===== config.mk =====
export PLATFORM = sky130hd
export DESIGN_NAME = alu_operand_loader
export DESIGN_NICKNAME = d
export VERILOG_FILES = /design/src/rtl/alu_operand_loader.sv
export SDC_FILE = /design/constraint.sdc
export NUM_CORES = 1
export LEC_CHECK = 0
export CORE_MARGIN = 10
export CORE_UTILIZATION = 59
export CTS_CLUSTER_DIAMETER = 80
export DETAILED_ROUTE_END_ITERATION = 7
export DONT_BUFFER_PORTS = 1
export MAX_ROUTING_LAYER = met4
export PLACE_DENSITY_LB_ADDON = 0.1
export SETUP_SLACK_MARGIN = 0.1
export SYNTH_ARGS = -nofsm -noshare
export SYNTH_HDL_FRONTEND = slang
export SYNTH_SLANG_ARGS = --single-unit

===== constraint.sdc =====
create_clock -name clk -period 1.4 [get_ports clk]
set_input_delay 0.28 -clock clk [delete_from_list [all_inputs] [get_ports clk]]
set_output_delay 0.28 -clock clk [all_outputs]
set_load 0.05 [all_outputs]

===== src/rtl/alu_operand_loader.sv =====
// ---------------------------------------------------------------------------
// alu_operand_loader
//  Operand sequencer in front of the ALU/divider. One raw push button is
//  synchronised and debounced. Each accepted press captures, in turn,
//  operand A (from sw), operand B (from sw) and the opcode (from op_sw).
//  Once all three are held the block presents them stably, raises a
//  one-cycle start pulse and flags a divide-by-zero request.
//
//  Ports
//   clk    in   rising-edge system clock
//   rst    in   asynchronous reset, active-high
//   sw     in   [M-1:0]   operand switches (synchronous to clk)
//   op_sw  in   [OPW-1:0] opcode switches (synchronous to clk)
//   btn    in   raw, asynchronous, bouncing push button
//   clr    in   synchronous clear, active-high (operands + FSM only)
//   A, B   out  [M-1:0]   registered operands
//   op     out  [OPW-1:0] registered opcode
//   stage  out  [1:0]     00 LOAD_A, 01 LOAD_B, 10 LOAD_OP, 11 READY
//   valid  out  high while in READY
//   start  out  one-cycle pulse on the first cycle of READY
//   div0   out  valid && op==DIV_OP && B==0
// ---------------------------------------------------------------------------
module alu_operand_loader #(
  parameter int              M          = 4,
  parameter int              OPW        = 4,
  parameter int              DEB_CYCLES = 4,
  parameter logic [OPW-1:0]  DIV_OP     = 4'b0011
) (
  input  logic           clk,
  input  logic           rst,
  input  logic [M-1:0]   sw,
  input  logic [OPW-1:0] op_sw,
  input  logic           btn,
  input  logic           clr,
  output logic [M-1:0]   A,
  output logic [M-1:0]   B,
  output logic [OPW-1:0] op,
  output logic [1:0]     stage,
  output logic           valid,
  output logic           start,
  output logic           div0
);

  // Counter only has to reach DEB_CYCLES-1; +1 keeps width >= 1 for DEB_CYCLES=1.
  localparam int CW = $clog2(DEB_CYCLES + 1);
  localparam logic [CW-1:0] CNT_LAST = CW'(DEB_CYCLES - 1);

  typedef enum logic [1:0] {
    S_LOAD_A  = 2'b00,
    S_LOAD_B  = 2'b01,
    S_LOAD_OP = 2'b10,
    S_READY   = 2'b11
  } state_t;

  logic          r_sync1, r_sync2;
  logic          r_deb, r_deb_d;
  logic [CW-1:0] r_cnt;
  state_t        r_state, w_state_nxt;
  logic [M-1:0]  r_a, r_b;
  logic [OPW-1:0] r_op;
  logic          r_start;
  logic          w_press;
  logic          w_enter_ready;

  // Two-flop synchroniser for the asynchronous button.
  always_ff @(posedge clk or posedge rst) begin
    if (rst) begin
      r_sync1 <= 1'b0;
      r_sync2 <= 1'b0;
    end else begin
      r_sync1 <= btn;
      r_sync2 <= r_sync1;
    end
  end

  // Debounce: a level change is accepted only after it has been seen for
  // DEB_CYCLES consecutive cycles; any return to the old level restarts it.
  always_ff @(posedge clk or posedge rst) begin
    if (rst) begin
      r_deb   <= 1'b0;
      r_deb_d <= 1'b0;
      r_cnt   <= '0;
    end else begin
      r_deb_d <= r_deb;
      if (r_sync2 == r_deb) begin
        r_cnt <= '0;
      end else if (r_cnt == CNT_LAST) begin
        r_deb <= r_sync2;
        r_cnt <= '0;
      end else begin
        r_cnt <= r_cnt + 1'b1;
      end
    end
  end

  assign w_press = r_deb & ~r_deb_d;

  // FSM state register.
  always_ff @(posedge clk or posedge rst) begin
    if (rst) r_state <= S_LOAD_A;
    else     r_state <= w_state_nxt;
  end

  // Next state; clr wins over a coincident press.
  always_comb begin
    w_state_nxt   = r_state;
    w_enter_ready = 1'b0;
    if (clr) begin
      w_state_nxt = S_LOAD_A;
    end else if (w_press) begin
      case (r_state)
        S_LOAD_A:  w_state_nxt = S_LOAD_B;
        S_LOAD_B:  w_state_nxt = S_LOAD_OP;
        S_LOAD_OP: begin
          w_state_nxt   = S_READY;
          w_enter_ready = 1'b1;
        end
        S_READY:   w_state_nxt = S_LOAD_B;
        default:   w_state_nxt = S_LOAD_A;
      endcase
    end
  end

  // Operand capture. READY re-arms by loading A straight away; B and op keep
  // their previous values until the following presses overwrite them.
  always_ff @(posedge clk or posedge rst) begin
    if (rst) begin
      r_a     <= '0;
      r_b     <= '0;
      r_op    <= '0;
      r_start <= 1'b0;
    end else begin
      r_start <= w_enter_ready;
      if (clr) begin
        r_a  <= '0;
        r_b  <= '0;
        r_op <= '0;
      end else if (w_press) begin
        case (r_state)
          S_LOAD_A:  r_a  <= sw;
          S_LOAD_B:  r_b  <= sw;
          S_LOAD_OP: r_op <= op_sw;
          S_READY:   r_a  <= sw;
          default:   ;
        endcase
      end
    end
  end

  assign A     = r_a;
  assign B     = r_b;
  assign op    = r_op;
  assign stage = r_state;
  assign valid = (r_state == S_READY);
  assign start = r_start;
  assign div0  = valid && (r_op == DIV_OP) && (r_b == '0);

endmodule

==> metrics.csv, run 1 <==
stage;metric;value;unit
status;status;finished, violations left;
status;violations;negative setup slack;
floorplanning;dieArea;3540;um2
yosys;synthArstFlopShare;100;%
floorplanning;start_util;61.9;%
yosys;synth-edff-count;0;
critical_path;crit_path_max_fanout;2;
floorplanning;die_w;59.5;um
yosys;synth_cell_types;19;
layout;fin_area;1330;um2
yosys;yosysMostFrequentCell;dfrtp_1;
timing;worst_pin_slew;493;ps
timing;slew_viol_final;0;
yosys;syn-cell-area;922;um2
route;routedWlPerCell;22.4;um
placement;numPortBuffers;0;
critical_path;rr_worst_depth;7;
cts;cts_inserted_buffers;3;
yosys;synth_top_cell_by_area;dfrtp_1;
yosys;ys_seq_area_share;59.7;%
power;p_per_area;1840;nW/um2
yosys;synth-seq-cells;22;
timing;whs;10.4;ps
worst_hold_path;min_to;A[1];
layout;area_growth_syn_to_layout;44.1;%
layout;final_cells;129;
layout;drive_gt1_share;39.8;%
critical_path;cp-start-kind;flip-flop;
cts;clock-root-buffer;clkbuf_4;
yosys;syn_inst;85;
power;p_leak;0.574;nW
yosys;synthTopCellsByArea;dfrtp_1 60%, nand3_1 7.1%, a21oi_1 6.5%;
layout;post-route-util;89.2;%
yosys;synth_top_area_share;59.7;%
critical_path;max_stage_delay;400;ps
route;drt_iter0_markers;30;
timing;fin_ws;-421;ps
placement;place.detailed.hpwl;1820;um
timing;max_freq;0.549;GHz
worst_hold_path;holdPathStages;1;
worst_hold_path;hold_start;clr;
route;vias_per_cell;6.23;
floorplanning;die_h;59.5;um
yosys;yosys_warnings;0;
floorplanning;rows;14;
critical_path;crit_chain;ha_4, nor4b_4, nand3_2, nor4_4, buf_12;
critical_path;arrival;1540;ps
run;maxCapViolCount;0;
route;vias;804;
critical_path;reg2reg_from;stage[1];
critical_path;crit_buf_inv;1;
placement;dp_cells;116;
route;routed_wl;2890;um
route;first_pass_iters;5;
timing;period_minus_slack;1820;ps
critical_path;cp_top_family;simple AND/OR/NAND/NOR gates;
placement;place_area;1100;um2
placement;dp_worst_setup_slack;-195;ps
worst_hold_path;worstHoldPathType;in2reg;
route;drtAntennaViolNets;0;
placement;gp_congestion;0.738;
timing;fin_crit_sh;130;%
layout;fill_cells;68;
power;ir_drop;0.00127;V
cts;clockBufferDepth;2;
cts;clk_latency;310;ps
global_route;antenna_found_initial;0;
layout;finalNetCount;131;
critical_path;slowest_stage;dfrtp_2;
timing;slew_headroom;67.1;%
critical_path;required;1120;ps
yosys;synth_nets;101;
yosys;synth_commonest_cells;22 x dfrtp_1, 13 x nand3_1, 12 x a21oi_1, 12 x nand2_1, 4 x ha_1;
cts;htreeDepth;1;
floorplanning;placeableCoreArea;1490;um2
route;drc;0;
yosys;synth_area_per_cell;10.8;um2
timing;finalSetupViolations;16;
critical_path;crit_type;reg2out;
floorplanning;ioPinCount;29;
global_route;grt_pass1_vias;811;
power;power;2.44;mW
critical_path;cp-end-kind;primary output;
cts;path_clk_slew;110;ps
global_route;grt_pass1_wl;3950;um
timing;rsz0062_at_grt;true;
global_route;grt-ovfl-total;0;
critical_path;rr_endpoint;A[0];
timing;setup-tns-final;-2440;ps
layout;antenna_cells;0;
timing;fin_skew;4.08;ps
yosys;synth_flop_cell;dfrtp_1;
cts;cts_tree;done;
critical_path;reg2reg_slack;-180;ps
global_route;track_usage;14.8;%
timing;hold_viol;0;
global_route;grt_start_max_net_pins;16;
cts;cts_sinks;22;
==> kinds of logic (layout without fill, tap and decap cells) <==
logic type,count (synthesis),after routing,share of synthesized area [%]
DFF,22,22,59.7
muxes,2,2,2.44
AOI/OAI and AO/OA,13,13,7.06
adders and majority gates,4,4,5.43
xor gates and xnor gates,1,1,0.950
and+or+nand+nor,38,38,21.2
buffers and inverters,5,33,3.26
==> layout make-up <==
class                   count  area, um2  share of cell area, %
multi-input cells          58        447                   33.6
well taps                  16       20.0                   1.51
repair buffers             27        270                   20.3
clock buffers               3       22.5                   1.69
flip-flops and latches     22        553                   41.6
inverters                   3       16.3                   1.22
==> registers in the layout, indices dropped and copies added (netlist names), 2 cells and up <==
| signal | count |
|---|---|
| stage | 2 |
| A | 4 |
| op | 4 |
| B | 4 |
| r_cnt | 3 |
==> timing repair <==
| item | CTS | global route |
|---|---|---|
| resized for setup | 12 | 18 |
| pin swaps | 7 | 9 |
| endpoints found under the hold margin | 13 | 6 |
| gates cloned | 0 | 0 |
| hold buffers | 2 | 2 |
| buffers inserted | 3 | 3 |
| setup endpoints to repair | 17 | 19 |
==> how the worst max path moves through the flow <==
| stage | depth (start not counted) | endpoint | slack, ps | from |
|---|---|---|---|---|
| floorplan | 4 | div0 | -690 | stage[1] |
| global placement | 5 | div0 | -150 | stage[0] |
| detailed placement | 5 | div0 | -200 | stage[0] |
| CTS | 5 | div0 | -420 | stage[0] |
| global route | 5 | div0 | -510 | stage[0] |
| finish | 5 | div0 | -420 | stage[0] |
==> routing by layer <==
metal	global-route usage [%]	up-vias	wire length (um)
li1	-	353	-
met1	16.3	406	1100
met2	24.4	35	1470
met3	4.94	10	241
met4	5.45	0	81
met5	-	-	0
==> placed cells by master, fill, tap and decap left out, types with 2 or more instances in the layout <==
cell type      instances
a21oi_1                7
clkbuf_4               3
nor2_1                 2
dfrtp_2                2
dfrtp_1               20
ha_4                   3
nand2_1               12
buf_6                  2
nand3_1               12
dlygate4sd3_1          4
nand3b_1               3
nor3b_1                2
inv_4                  2
buf_12                 4
buf_4                 17
a21oi_2                5
==> power breakdown <==
| group | switching, mW | leakage [nW] | internal (mW) |
|---|---|---|---|
| registers | 0.214 | 0.291 | 0.762 |
| logic | 0.649 | 0.269 | 0.533 |
| clock network | 0.182 | 0.0138 | 0.101 |
| total | 1.04 | 0.574 | 1.40 |
Note: power is estimated with default switching activity, not from simulation.
==> run 2: changes to the inputs <==
- SKIP_LAST_GASP: not set -> 1
- SLEW_MARGIN: not set -> 20
==> metrics.csv, run 2 (synthesized netlist as in run 1, its figures left out) <==
stage;metric;value;unit;change
layout;area_growth_syn_to_layout;43.7;%;was 44.1%
power;p_leak;0.574;nW;about the same
layout;post-route-util;89.0;%;was 89.2%
critical_path;crit_path_max_fanout;2;;unchanged
placement;dp_worst_setup_slack;-195;ps;unchanged
floorplanning;dieArea;3540;um2;unchanged
timing;rsz0062_at_grt;true;;unchanged
layout;antenna_cells;0;;unchanged
placement;dp_cells;116;;unchanged
critical_path;rr_endpoint;A[0];;unchanged
worst_hold_path;holdPathStages;1;;unchanged
route;vias;820;;was 804
status;status;finished, violations left;;unchanged
cts;clockBufferDepth;2;;unchanged
floorplanning;die_w;59.5;um;unchanged
cts;htreeDepth;1;;unchanged
floorplanning;ioPinCount;29;;unchanged
global_route;grt_pass1_wl;3930;um;was 3950 um
worst_hold_path;worstHoldPathType;in2reg;;unchanged
critical_path;crit_type;reg2out;;unchanged
route;routed_wl;2950;um;was 2890 um
power;ir_drop;0.00141;V;was 0.00127 V
timing;finalSetupViolations;16;;unchanged
timing;setup-tns-final;-2840;ps;was -2440 ps
critical_path;reg2reg_slack;-210;ps;was -180 ps
timing;fin_ws;-436;ps;was -421 ps
cts;cts_sinks;22;;unchanged
timing;fin_crit_sh;131;%;was 130%
layout;final_cells;129;;unchanged
floorplanning;start_util;61.9;%;unchanged
status;violations;negative setup slack;;unchanged
critical_path;reg2reg_from;stage[1];;unchanged
route;drtAntennaViolNets;0;;unchanged
cts;clock-root-buffer;clkbuf_4;;unchanged
timing;fin_skew;5.97;ps;was 4.08 ps
critical_path;crit_chain;ha_4, nor4b_4, nand3_2, nor4_4, buf_12;;unchanged
timing;period_minus_slack;1840;ps;was 1820 ps
critical_path;arrival;1560;ps;was 1540 ps
critical_path;slowest_stage;dfrtp_2;;unchanged
layout;drive_gt1_share;38.9;%;was 39.8%
layout;fin_area;1330;um2;about the same
layout;finalNetCount;131;;unchanged
cts;cts_inserted_buffers;3;;unchanged
run;maxCapViolCount;0;;unchanged
global_route;grt-ovfl-total;0;;unchanged
placement;numPortBuffers;0;;unchanged
layout;final_common_cell;dfrtp_1;;unchanged
critical_path;max_stage_delay;410;ps;was 400 ps
cts;path_clk_slew;120;ps;was 110 ps
layout;final_cell_mix;20 x dfrtp_1, 17 x buf_4, 12 x nand3_1, 12 x nand2_1, 8 x a21oi_1;;was 20 x dfrtp_1, 17 x buf_4, 12 x nand3_1, 12 x nand2_1, 7 x a21oi_1
worst_hold_path;min_to;A[2];;was A[1]
timing;hold_viol;0;;unchanged
floorplanning;rows;14;;unchanged
global_route;track_usage;14.8;%;about the same
route;routedWlPerCell;22.9;um;was 22.4 um
critical_path;cp-start-kind;flip-flop;;unchanged
cts;cts_tree;done;;unchanged
floorplanning;die_h;59.5;um;unchanged
critical_path;rr_worst_depth;7;;unchanged
power;p_per_area;1840;nW/um2;about the same
placement;place.detailed.hpwl;1820;um;unchanged
global_route;grt_start_max_net_pins;16;;unchanged
timing;whs;11.4;ps;was 10.4 ps
timing;slew_viol_final;0;;unchanged
route;drc;0;;unchanged
placement;place_area;1100;um2;unchanged
worst_hold_path;hold_start;clr;;unchanged
global_route;grt_pass1_vias;805;;was 811
floorplanning;placeableCoreArea;1490;um2;unchanged
route;drt_iter0_markers;25;;was 30
route;first_pass_iters;4;;was 5
timing;max_freq;0.545;GHz;was 0.549 GHz
critical_path;cp-end-kind;primary output;;unchanged
critical_path;required;1120;ps;about the same
power;power;2.44;mW;about the same
cts;clk_latency;310;ps;about the same
route;vias_per_cell;6.36;;was 6.23
global_route;antenna_found_initial;0;;unchanged
timing;slew_headroom;66.0;%;was 67.1%
placement;gp_congestion;0.738;;unchanged
timing;worst_pin_slew;509;ps;was 493 ps
[run 2: critical path, delay by kind of cell (launching register included)]
kind          cells  cell delay [ps]
flops             1              410
simple gates      3              510
fa+ha+maj         1              150
buf+inv           1              180
[run 2: report_power, final]
part	total [mW]	switching, mW	internal (mW)
Combinational	1.18	0.643	0.535
Sequential	0.978	0.216	0.762
Clock	0.287	0.186	0.101
[run 2: final cells by class]
class,count,area [um2]
flip-flops and latches,22,553
multi-input cells,58,443
repair buffers,27,270
fillers,71,164
clock buffers,3,22.5
well taps,16,20.0
inverters,3,16.3
[run 2: worst max-delay path by stage]
stage / cells after the start / start / endpoint / slack, ps
CTS: 5 / stage[0] / div0 / -420
detailed placement: 5 / stage[0] / div0 / -200
finish: 5 / stage[1] / div0 / -440
global placement: 5 / stage[0] / div0 / -150
floorplan: 4 / stage[1] / div0 / -690
global route: 5 / stage[0] / div0 / -520
[run 2: what timing repair did]
item / 4_1_cts / 5_1_grt
pin swaps: 7 / 9
setup endpoints to repair: 17 / 19
hold buffers: 2 / 2
setup buffers: 3 / 3
endpoints found under the hold margin: 13 / 5
resized for setup: 11 / 18
[run 2: metal layers]
metal  up-vias  GRT usage [%]  share of wire (%)
li1        347              -                  -
met1       408           15.8                 32
met2        53           24.5                 54
met3        12           5.36                 10
met4         0           5.45                4.3
met5         -              -                  0
